==> src/rtl/proc_sim_pkg.sv <==
// Shared types and helpers for the processor run-and-check harness.
package proc_sim_pkg;

    typedef enum logic [2:0] {IDLE, INIT, HOLD, RUN, CHECK, DONE} state_t;

    localparam logic [31:0] DEFAULT_INIT_VALUE = 32'hcafebabe;

    // Address width for a table of the given depth; never narrower than one bit.
    function automatic int unsigned addr_w(input int unsigned depth);
        return (depth > 1) ? $clog2(depth) : 1;
    endfunction

endpackage

==> src/rtl/exp_image_ram.sv <==
// Expected register image: {care, value} per GPR, synchronous write, combinational read.
module exp_image_ram
    import proc_sim_pkg::*;
#(
    parameter int unsigned DEPTH = 32,
    parameter int unsigned WIDTH = 33
) (
    input  logic                     clk,
    input  logic                     we,
    input  logic [addr_w(DEPTH)-1:0] waddr,
    input  logic [WIDTH-1:0]         wdata,
    input  logic [addr_w(DEPTH)-1:0] raddr,
    output logic [WIDTH-1:0]         rdata
);

    logic [WIDTH-1:0] mem [DEPTH];

    always_ff @(posedge clk) begin
        if (we) begin
            mem[waddr] <= wdata;
        end
    end

    assign rdata = mem[raddr];

endmodule

==> config.mk <==
export PLATFORM = sky130hd
export DESIGN_NAME = exp_image_ram
export DESIGN_NICKNAME = d
export VERILOG_FILES = /design/src/rtl/proc_sim_pkg.sv /design/src/rtl/exp_image_ram.sv
export SDC_FILE = /design/constraint.sdc
export NUM_CORES = 1
export LEC_CHECK = 0
export CORE_ASPECT_RATIO = 0.75
export CORE_UTILIZATION = 60
export DETAILED_ROUTE_END_ITERATION = 10
export GPL_TIMING_DRIVEN = 0
export PLACE_DENSITY_LB_ADDON = 0.3
export SLEW_MARGIN = 20
export SYNTH_ARGS = -nofsm -noshare
export SYNTH_HDL_FRONTEND = slang
export SYNTH_SLANG_ARGS = --single-unit
export TNS_END_PERCENT = 50
==> constraint.sdc <==
create_clock -name clk -period 6 [get_ports clk]
set_input_delay 1.2 -clock clk [delete_from_list [all_inputs] [get_ports clk]]
set_output_delay 1.2 -clock clk [all_outputs]
set_load 0.005 [all_outputs]
==> flow_summary_export.csv, run 1 <==
group,metric,value,unit
pwr,powerDensity,321.2,nW/um^2
route,drt-wirelength-per-cell,29.25,um
floorplanning,std_cell_rows,82,
clock_tree,cts_sinks,1056,
route,detailedRoute.firstPassIterationCount,5,
logic_synthesis,synth-async-reset-ratio,0,%
logic_synthesis,synth-edff-count,1056,
sta,worst_rel_slew_slack,20.29,%
route,drt_wl_total,101600,um
clock_tree,num_cts_buffers,96,
final_layout,fin_cells,3473,
floorplanning,i_o_pin_cnt,78,
final_layout,layout-drive-gt1-share,12.81,%
route,num_vias,22363,
placement,finalWeightedCongestion,0.8422,
sta,rsz0062_at_grt,"no",
logic_synthesis,postSynthRegisterBits,1056,
sta,setup_ws,204.5,ps
run,maxCapViolations,0,
placement,numPortBuffers,76,
final_layout,num-fill-cells,4143,
grt,first_pass_grt_wire_length,146000,um
sta,finalHoldViolations,0,
sta,setup_violations,0,
placement,placement.setup.worst_slack,-34.67,ps
sta,max_slew.worst_pin.slew,1192,ps
logic_synthesis,synth.net_count,2344,
final_layout,syn_to_final_growth,14.69,%
grt,first_global_vias,22238,
logic_synthesis,dominantRegCellSynth,"edfxtp_1",
setup_path,end_kind,"output pin",
floorplanning,die_area,69650,um^2
clock_tree,post-cts-setup-buffer-count,0,
floorplanning,die-width,304.4,um
sta,max_clock_freq,0.1725,GHz
setup_path,startpoint_type,"input pin",
setup_path,worstPathMaxFanout,10,
placement,place_area,44270,um^2
route,route.antenna.remaining_nets,0,
setup_path,critical_path_data_arrival_time,4600,ps
logic_synthesis,synth.distinct_cells,24,
logic_synthesis,synth.yosys.seq_area_share,77.05,%
final_layout,final_instance_area,47200,um^2
clock_tree,htree_num_levels,3,
sta,fin_crit,5796,ps
pwr,irDropWorstVdd,0.2753,mV
placement,place_hpwl,66650,um
grt,grt_remaining_overflow,0,
floorplanning,initial_cell_density_of_the_core,61.14,%
clock_tree,root_buffer_master,"clkbuf_16",
final_layout,regMostFlops,"mem",
logic_synthesis,syn_area_per_cell,17.90,um^2
clock_tree,path_clk_slew,70,ps
final_layout,antennaDiodeCount,0,
route,drt_iter0_markers,2732,
setup_path,worstSetupPathType,"input pin to output pin",
min_path,hold_path_class,"input pin to flop",
final_layout,largest_reg_flops,1056,
grt,gr-usage-all-layers,29.24,%
final_layout,layout_top_registers,"mem (1056)",
floorplanning,chipHeight,228.8,um
final_layout,seqCellArea,31710,um^2
logic_synthesis,synth.cell_area,41150,um^2
final_layout,final_net_count,2557,
logic_synthesis,ys.warnings.count,0,
setup_path,worst_ep_required_time,4800,ps
placement,dp.cells,3296,
floorplanning,design.core.area,67300,um^2
sta,hold-worst-slack,1073,ps
status,outcome,"finished, final reports clean",
clock_tree,tritoncts,"done",
clock_tree,clock_tree.buffer_depth,3,
sta,layout_worst_path_cycle_share,96.59,%
grt,grt_max_degree,33,
final_layout,multi_input_area,8836,um^2
sta,maxSlewViolCount,0,
pwr,post-layout-total-power,15.16,mW
grt,grt_antenna_before_repair,1,
pwr,leakage,16.43,nW
route,drt-vias-per-instance,6.439,
route,drc,0,
logic_synthesis,post_synth_inst_count,2299,
==> area by class of cell <==
type / count / area share (%)
multi-input combinational: 1109 / 18.72
clock buffer: 116 / 5.474
sequential: 1056 / 67.18
tap: 882 / 2.338
timing repair buffer: 115 / 3.446
clock inverter: 61 / 1.036
buffer: 134 / 1.803
==> cell usage in the layout (no fill, tap or decap), types with 33 or more instances in the layout <==
master | Yosys | routed
a22o_1 | 66 | 66
nand3_1 | 101 | 101
nor3_1 | 33 | 33
buf_16 | 0 | 34
edfxtp_1 | 1056 | 1056
mux2i_1 | 528 | 528
buf_2 | 34 | 66
a21oi_1 | 99 | 99
a22oi_1 | 99 | 99
clkbuf_1 | 40 | 54
clkdlybuf4s50_1 | 0 | 44
nand2_1 | 101 | 101
a31oi_1 | 33 | 33
clkbuf_16 | 0 | 101
==> routing by layer <==
metal / track usage, % / part of all wire, % / vias up
li1: - / - / 9581
met1: 42.40 / 41 / 11358
met2: 44.62 / 46 / 1246
met3: 7.251 / 11 / 178
met4: 8.018 / 2.5 / 0
met5: 0 / 0 / -
==> worst paths after layout <==
kind                  slack, ps      start  cells past startpoint                   end
worst max-delay path        200   raddr[3]                      8             rdata[17]
worst min-delay path       1070  wdata[15]                      1  mem[8][15]$_DFFE_PP_
==> report_power, final <==
part | internal [mW] | switching [mW] | leakage [nW]
combinational | 0.311 | 0.605 | 5.42
clock | 3.37 | 2.65 | 1.50
sequential | 8.21 | 0.0211 | 9.51
==> kinds of logic (layout without fill, tap and decap cells) <==
logic type / Yosys count / in the layout / synth area share [%]
DFF: 1056 / 1056 / 77.05
muxes: 528 / 528 / 12.84
AOI/OAI and AO/OA: 297 / 297 / 4.916
and+or+nand+nor: 284 / 284 / 3.122
buffers and inverters: 134 / 426 / 2.064
==> timing repair <==
action,CTS,global route
hold buffers,0,0
endpoints found under the setup margin,3,6
resized for setup,1,1
==> worst max-delay path, stage by stage <==
cell	delay, ps
clkdlybuf4s50_1	590
or2_2	170
buf_1	460
clkbuf_1	460
nor3_1	180
a31oi_1	680
nand3_1	320
clkdlybuf4s50_1	530
==> cells in the mapped netlist (all sizes together), types with 5 or more instances <==
| master | instances | share of area (%) |
|---|---|---|
| nand3b | 5 | 0.091 |
| a22oi | 99 | 1.8 |
| clkbuf | 42 | 0.40 |
| nor2 | 34 | 0.31 |
| a22o | 66 | 1.4 |
| mux2i | 528 | 13 |
| edfxtp | 1056 | 77 |
| nand2 | 101 | 0.92 |
| a31oi | 33 | 0.50 |
| buf | 92 | 1.7 |
| nor3 | 33 | 0.40 |
| nand3 | 101 | 1.2 |
| a21oi | 99 | 1.2 |
==> stage by stage <==
step                      util, %  setup TNS [ps]
final                       70.13               0
after global routing        70.13               0
after CTS                   70.34               0
after detailed placement    65.77          -34.67
after global placement      63.91          -25.26
after floorplan                 -               0
Power figures use the tool's default switching activity.
==> inputs of run 2 (changes only) <==
- SLEW_MARGIN: 20 -> 25
==> run 2 against run 1 <==
- die area unchanged
- critical path depth unchanged
- worst setup slack got worse by 140 ps
- design area increased by 0.20%
- non-clock buffer count decreased by 1
- clock-buffer cell count decreased by 4
- maximum frequency decreased by 2.3%
- sequential cell count unchanged
- power increased by 1.1%
- global-route usage decreased by 0.30 points
- critical path type unchanged
==> flow_summary_export.csv, run 2 (same netlist as run 1, synthesis figures left out) <==
group,metric,value,unit
sta,max_slew.worst_pin.slew,1016,ps
setup_path,worstSetupPathType,"input pin to output pin",
pwr,irDropWorstVdd,0.2408,mV
clock_tree,root_buffer_master,"clkbuf_16",
sta,worst_rel_slew_slack,32.05,%
pwr,post-layout-total-power,15.33,mW
placement,numPortBuffers,76,
final_layout,final_net_count,2555,
route,drt_wl_total,101100,um
route,route.antenna.remaining_nets,0,
setup_path,startpoint_type,"input pin",
route,drt-vias-per-instance,6.451,
setup_path,worst_setup_path_endpoint,"rdata[14]",
final_layout,layout.core_utilization,70.27,%
pwr,leakage,16.47,nW
setup_path,crit_path_frequent_cell,"clkdlybuf4s50_1",
grt,grt_remaining_overflow,0,
clock_tree,cts_sinks,1056,
clock_tree,num_cts_buffers,95,
run,maxCapViolations,0,
final_layout,seqCellArea,31710,um^2
grt,gr-usage-all-layers,28.94,%
setup_path,critical_path.max_stage_delay,640,ps
setup_path,timing.critical_path.buf_inv,4,
sta,maxSlewViolCount,0,
route,num_vias,22403,
floorplanning,die-width,304.4,um
final_layout,num-fill-cells,4086,
setup_path,worstPathMaxFanout,10,
final_layout,mostFrequentLayoutCells,"edfxtp_1, mux2i_1, nand2_1, nand3_1",
setup_path,crit_path_cell_trace,"clkdlybuf4s50_1 -> nor2_1 -> clkbuf_2 -> buf_2 -> nand2_1 -> a31oi_1 -> nand3_1 -> clkdlybuf4s50_1",
final_layout,regMostFlops,"mem",
grt,grt_max_degree,33,
min_path,hold_path_class,"input pin to flop",
route,drc,0,
pwr,powerDensity,324.1,nW/um^2
route,drt_iter0_markers,2693,
sta,finalHoldViolations,0,
clock_tree,tritoncts,"done",
final_layout,multi_input_area,8833,um^2
floorplanning,die_area,69650,um^2
status,outcome,"finished, final reports clean",
floorplanning,std_cell_rows,82,
setup_path,worst_ep_required_time,4800,ps
sta,layout_worst_path_cycle_share,98.86,%
sta,setup_violations,0,
setup_path,critPathTopFamily,"buffers and inverters",
setup_path,critical_path_data_arrival_time,4730,ps
floorplanning,design.core.area,67300,um^2
grt,first_global_vias,21998,
clock_tree,path_clk_slew,70,ps
route,drt-wirelength-per-cell,29.10,um
floorplanning,chipHeight,228.8,um
placement,placement.setup.worst_slack,-65.65,ps
route,detailedRoute.firstPassIterationCount,6,
floorplanning,i_o_pin_cnt,78,
final_layout,layout-drive-gt1-share,12.75,%
final_layout,layout_top_registers,"mem (1056)",
final_layout,syn_to_final_growth,14.93,%
setup_path,end_kind,"output pin",
grt,first_pass_grt_wire_length,144400,um
sta,fin_crit,5932,ps
setup_path,critical_path_cell_count,8,
placement,finalWeightedCongestion,0.8422,
setup_path,critical_path.slowest_cell,"a31oi_1",
clock_tree,htree_num_levels,3,
grt,grt_antenna_before_repair,4,
final_layout,commonest_non_fill_non_tap_cell_in_the_layout,"edfxtp_1",
sta,rsz0062_at_grt,"no",
sta,max_clock_freq,0.1686,GHz
placement,place_hpwl,66730,um
setup_path,startpoint,"raddr[1]",
floorplanning,initial_cell_density_of_the_core,61.14,%
min_path,hold-path-cell-count,1,
clock_tree,clock_tree.buffer_depth,3,
sta,setup_ws,68.17,ps
final_layout,largest_reg_flops,1056,
==> run 2: report_power, final <==
| part | switching [mW] | total, mW | internal (mW) |
|---|---|---|---|
| Sequential | 0.0210 | 8.23 | 8.21 |
| Combinational | 0.607 | 0.918 | 0.311 |
| Clock | 2.61 | 6.18 | 3.57 |
| Total | 3.24 | 15.3 | 12.1 |
==> run 2: cell type report <==
cell class | count | area share, %
Buffer | 133 | 1.794
Clock buffer | 112 | 5.341
Tap cell | 882 | 2.333
Timing Repair Buffer | 115 | 3.429
Clock inverter | 63 | 1.362
Multi-Input combinational cell | 1109 | 18.68
Antenna cell | 3 | 0.01587
Sequential cell | 1056 | 67.05
==> run 2: per-layer routing <==
| layer | share of wire (%) | up-vias | track usage, % | wire (um) |
|---|---|---|---|---|
| met2 | 46 | 1356 | 44.33 | 46470 |
| met3 | 12 | 183 | 7.900 | 12630 |
| met5 | 0.0079 | - | 0 | 8 |
| li1 | - | 9579 | - | - |
| met4 | 2.5 | 2 | 8.428 | 2540 |
| met1 | 39 | 11283 | 41.08 | 39430 |
==> run 2: worst min path at each step <==
stage,start,slack (ps),end
after floorplan,wdata[0],1300,mem[0][0]$_DFFE_PP_
after global placement,mem[10][30]$_DFFE_PP_,2270,rdata[30]
after detailed placement,wdata[29],1780,mem[25][29]$_DFFE_PP_
after CTS,wdata[10],1090,mem[17][10]$_DFFE_PP_
after global routing,wdata[15],1070,mem[22][15]$_DFFE_PP_
final,wdata[25],1070,mem[14][25]$_DFFE_PP_
==> run 2: repair_timing <==
action,CTS,global route
buffers inserted,0,0
hold buffers,0,0
endpoints found under the setup margin,4,6
resized for setup,1,0
==> run 2: metrics by stage <==
stage / TNS, ps / std cells / hold slack (ps) / area, um^2
finish: 0 / 3473 / 1070 / 47300
global route: 0 / 3470 / 1074 / 47290
global placement: -25.26 / 3257 / 2270 / 43020
detailed placement: -85.61 / 3296 / 1776 / 44250
CTS: 0 / 3471 / 1085 / 47420
floorplan: 0 / 2299 / 1299 / 41150
